File: src/rtl/beep_drv.sv
// beep_drv: turns single-cycle event pulses into timed active-low buzzer/LED beeps,
// queueing events that arrive while a beep (or its trailing gap) is in progress.
// Latency: 1 cycle from pulse_in to out_n low; all outputs registered. Queue full -> event dropped, ovf pulse.
// Optional macro BEEP_TONE_EN: square-wave tone on out_n during ON (passive buzzers).
module beep_drv #(
  parameter int CNT_W     = 23,
  parameter int ON_CYC    = 4999999,
  parameter int GAP_CYC   = 2499999,
  parameter int PEND_W    = 3,
  parameter int TONE_HALF = 12499
) (
  input  logic              clk,
  input  logic              rst,
  input  logic              pulse_in,
  output logic              out_n,
  output logic              busy,
  output logic [PEND_W-1:0] pend_cnt,
  output logic              ovf
);

  localparam logic [1:0] S_IDLE = 2'd0;
  localparam logic [1:0] S_ON   = 2'd1;
  localparam logic [1:0] S_GAP  = 2'd2;

  localparam logic [CNT_W-1:0]  ON_END   = CNT_W'(ON_CYC);
  localparam logic [CNT_W-1:0]  GAP_END  = CNT_W'(GAP_CYC);
  localparam logic [PEND_W-1:0] PEND_MAX = {PEND_W{1'b1}};

  logic [1:0]        state, state_nxt;
  logic [CNT_W-1:0]  cnt, cnt_nxt;
  logic [PEND_W-1:0] pend_nxt;
  logic              ovf_nxt;
  logic              out_nxt;
  logic              enq, deq, start;

  // Beep sequencing: decide next state, duration count, and whether an event is queued or replayed.
  always_comb begin
    state_nxt = state;
    cnt_nxt   = cnt;
    enq       = 1'b0;
    deq       = 1'b0;
    start     = 1'b0;
    case (state)
      S_IDLE: begin
        if (pulse_in) begin
          state_nxt = S_ON;
          cnt_nxt   = '0;
          start     = 1'b1;
        end
      end
      S_ON: begin
        enq = pulse_in;
        if (cnt == ON_END) begin
          state_nxt = S_GAP;
          cnt_nxt   = '0;
        end else begin
          cnt_nxt = cnt + 1'b1;
        end
      end
      S_GAP: begin
        if (cnt == GAP_END) begin
          cnt_nxt = '0;
          if (pend_cnt != '0) begin
            // replay a queued beep; a pulse on this same edge takes its place in the queue
            state_nxt = S_ON;
            start     = 1'b1;
            deq       = 1'b1;
            enq       = pulse_in;
          end else if (pulse_in) begin
            state_nxt = S_ON;
            start     = 1'b1;
          end else begin
            state_nxt = S_IDLE;
          end
        end else begin
          cnt_nxt = cnt + 1'b1;
          enq     = pulse_in;
        end
      end
      default: begin
        state_nxt = S_IDLE;
        cnt_nxt   = '0;
      end
    endcase
  end

  // Pending-event queue depth: simultaneous enqueue and dequeue cancel out; full queue drops and flags.
  always_comb begin
    pend_nxt = pend_cnt;
    ovf_nxt  = 1'b0;
    if (enq && deq) begin
      pend_nxt = pend_cnt;
    end else if (deq) begin
      pend_nxt = pend_cnt - 1'b1;
    end else if (enq) begin
      if (pend_cnt == PEND_MAX) begin
        ovf_nxt = 1'b1;
      end else begin
        pend_nxt = pend_cnt + 1'b1;
      end
    end
  end

`ifdef BEEP_TONE_EN
  localparam int TW = $clog2(TONE_HALF + 2);
  localparam logic [TW-1:0] TONE_END = TW'(TONE_HALF);

  logic [TW-1:0] tone_cnt, tone_nxt;

  // Tone generator: restart low on every ON entry, toggle each TONE_HALF+1 cycles, silent outside ON.
  always_comb begin
    tone_nxt = tone_cnt;
    out_nxt  = 1'b1;
    if (start) begin
      tone_nxt = '0;
      out_nxt  = 1'b0;
    end else if (state == S_ON && state_nxt == S_ON) begin
      if (tone_cnt == TONE_END) begin
        tone_nxt = '0;
        out_nxt  = ~out_n;
      end else begin
        tone_nxt = tone_cnt + 1'b1;
        out_nxt  = out_n;
      end
    end
  end

  // Tone phase counter register.
  always_ff @(posedge clk or negedge rst) begin
    if (!rst) tone_cnt <= '0;
    else      tone_cnt <= tone_nxt;
  end
`else
  // Steady drive: pin low for the whole ON phase.
  always_comb begin
    out_nxt = (state_nxt != S_ON);
  end
`endif

  // State and output registers, all updated on the same edge.
  always_ff @(posedge clk or negedge rst) begin
    if (!rst) begin
      state    <= S_IDLE;
      cnt      <= '0;
      out_n    <= 1'b1;
      busy     <= 1'b0;
      pend_cnt <= '0;
      ovf      <= 1'b0;
    end else begin
      state    <= state_nxt;
      cnt      <= cnt_nxt;
      out_n    <= out_nxt;
      busy     <= (state_nxt != S_IDLE);
      pend_cnt <= pend_nxt;
      ovf      <= ovf_nxt;
    end
  end

endmodule

File: config.mk
export PLATFORM = sky130hd
export DESIGN_NAME = beep_drv
export DESIGN_NICKNAME = d
export VERILOG_FILES = /design/src/rtl/beep_drv.sv
export SDC_FILE = /design/constraint.sdc
export NUM_CORES = 1
export LEC_CHECK = 0
export CORE_MARGIN = 3
export CORE_UTILIZATION = 55
export CTS_CLUSTER_SIZE = 16
export DETAILED_ROUTE_END_ITERATION = 8
export PLACE_DENSITY = 0.74
export SYNTH_ARGS = -nofsm -noshare
export SYNTH_HDL_FRONTEND = slang
export SYNTH_SLANG_ARGS = --single-unit
export TNS_END_PERCENT = 30
File: constraint.sdc
create_clock -name clk -period 2.8 [get_ports clk]
set_input_delay 0.56 -clock clk [delete_from_list [all_inputs] [get_ports clk]]
set_output_delay 0.56 -clock clk [all_outputs]
set_load 0.005 [all_outputs]
==> results.toml <==
[worst_hold_path]
holdCritPathClass = "reg2reg"
min_from = "cnt[1]"

[logic_synthesis]
synth_top_area_share_pct = 35.17
synth_fp_nets = 259
synthCells = 250
synth_area_leaders = "dfrtp_1 (35%), a21oi_1 (5.2%), nand2_1 (4.2%), nand3_1 (3.8%), xnor2_1 (3.7%)"
synth-edff-count = 0
syn_avg_cell_area_um2 = 8.538
synth-main-ff-cell = "dfrtp_1"
ys_seq_area_share_pct = 36.40
synth_seq_cells = 31
synth_top_area_cell = "dfrtp_1"
netlist_area_um2 = 2135
ys_async_sr_fraction_pct = 100.0
netlist-cell-type-count = 56
ys_warn_count = 0

[placed_design]
finalWeightedCongestion = 0.9367
dp_cells = 312
dp_hpwl_mm = 3.921
io_buffers = 8

[die]
die_x_um = 68.30
io_pins = 9
fp-row-count = 22
start_util_pct = 57.87
die-area_um2 = 4664
fp.dieH_um = 68.30
coreArea_um2 = 3689

[critical_path]
setup.worst_path.start_class = "register"
reg2reg_slack_ns = 0.19
r2r-start = "cnt[16]"
crit_path_end_kind = "register"
cp_max_fo = 5
required_ns = 2.97
crit_type = "reg2reg"
arrival_ns = 2.78
startpoint = "cnt[16]"

[timing]
clock.fmax_mhz = 383.2
finalMaxSlewViolations = 0
slew_headroom_pct = 59.61
rsz0062_at_grt = "false"
worst_pin_slew_ns = 0.6012
fin_crit_ns = 2.610
finalHoldWorstSlack_ns = 0.5360
finalSetupTns_ns = 0
finalSetupViolations = 0
finalHoldViolCount = 0
period_share_pct = 93.21
fin_skew_ns = 0.004154

[clock_network]
cts_tree = "yes"
ctsLongestPathBuffers = 2
clk_latency_ns = 0.29
clock-sinks = 31
cts_setup_buffers = 0
cts-root-buf = "clkbuf_8"
clkTransAtPathRegs_ns = 0.07
cts_made_buffers = 5
htree_levels = 2

[finish]
num-fill-cells = 317
diodes = 0
fin_nets = 280
register_area_um2 = 777.0
multi_input_area_um2 = 1295
layout_commonest_cell = "dfrtp_1"
area_delta_synth_final_pct = 16.06
layout_common_cells = "dfrtp_1 (30), nand2_1 (24), a21oi_1 (22), buf_4 (17)"
drive_above_1_share_pct = 14.34
final_cells = 320

[detailed_routing]
ant_nets = 0
drt-initial-drc-count = 174
wl_per_cell_um = 16.87
vias_per_cell = 6.391
drc = 0
wl_mm = 5.397
vias = 2045
first_pass_iters = 4

[global_routing]
gr-total-overflow = 0
track_usage_pct = 26.10
grt_pass1_wl_mm = 9.066
antenna_found_initial = 0
grt_pass1_vias = 1891
grt_max_degree = 32

[pwr]
p_per_area_nw_per_um2 = 465.7
power_uw = 1154
peakVddDrop_mv = 0.3046
p_leak_uw = 0.0009782

[status]
outcome = "finished clean"

[run]
cap_violations = 0
-- synth_stat cells (all sizes together), types with 2 or more instances --
cell	count
dfrtp	30
nand2	24
a21oi	22
nand3	16
nor2	16
o21ai	11
inv	10
nand4	10
nor4	10
clkbuf	9
xnor2	9
o211ai	7
and3	5
ha	5
nor3	5
xor2	5
and2	4
o311ai	4
a31oi	3
nand3b	3
nor2b	3
o2111ai	3
or4	3
and4	2
buf	2
nand2b	2
o31a	2
o31ai	2
or3	2
-- where the power goes --
group	switching, µW	leakage [µW]	total, µW	internal, µW
Combinational	119	0.000576	238	119
Sequential	51.1	0.000351	522	471
Clock	169	0.0000515	394	224
-- critical path: stages, from the launching register on --
cell      delay [ns]
dfrtp_1         0.42
or4_4           0.54
nor4_2          0.19
nand3_1         0.15
a21o_1          0.19
fa_1            0.52
inv_1           0.08
a311oi_1        0.19
nand3b_1        0.13
nand4_1         0.09
-- path summary, 6_finish.rpt --
check / endpoint / cells past startpoint
min in group asynchronous: state[0] / 2
max: pend_cnt[1] / 9
min reg2reg: cnt[1] / 2
max in group asynchronous: out_n / 2
max reg2reg: pend_cnt[1] / 9
min: cnt[1] / 2
-- per-stage QoR --
step	area, µm²	utilization [%]	setup slack [ns]
after floorplan	2135	-	0.09252
after global placement	2356	63.87	0.1832
after detailed placement	2356	63.87	0.1182
after CTS	2456	66.59	0.1095
after global routing	2477	67.16	0.03076
final	2477	67.16	0.1901
-- routing by layer --
metal	wire, µm	track usage [%]	vias up	share of wire [%]
met2	2569	42.48	66	48
met4	123	10.17	0	2.3
met5	0	0	-	0
met3	287	5.747	15	5.3
met1	2417	33.57	979	45
li1	-	-	985	-
-- cell type report --
type | count | share of cell area (%)
Tap cell | 48 | 2.424
Multi-Input combinational cell | 198 | 52.27
Sequential cell | 31 | 31.36
Clock buffer | 8 | 4.040
Inverter | 10 | 1.515
Timing Repair Buffer | 25 | 8.384
-- cells by family (layout without fill, tap and decap cells) --
kind of cell,Yosys count,after routing,synth area share (%)
AO/OA/AOI/OAI,65,65,20.17
XOR/XNOR,14,14,5.745
multiplexers,1,1,0.5275
adder cells (fa/ha/maj),6,6,3.869
AND/OR/NAND/NOR,112,112,29.37
flip-flops,31,31,36.40
buffers and inverters,21,43,3.927
-- sequential cells by signal (all words and copies together) (netlist names) --
name / cells
busy: 1
cnt: 23
out_n: 1
ovf: 1
pend_cnt: 3
state: 2
-- repair_timing --
item / in CTS / in global routing
resized for setup: 0 / 4
endpoints found under the setup margin: 0 / 2
hold buffers: 0 / 0
Note: power is estimated with default switching activity, not from simulation.
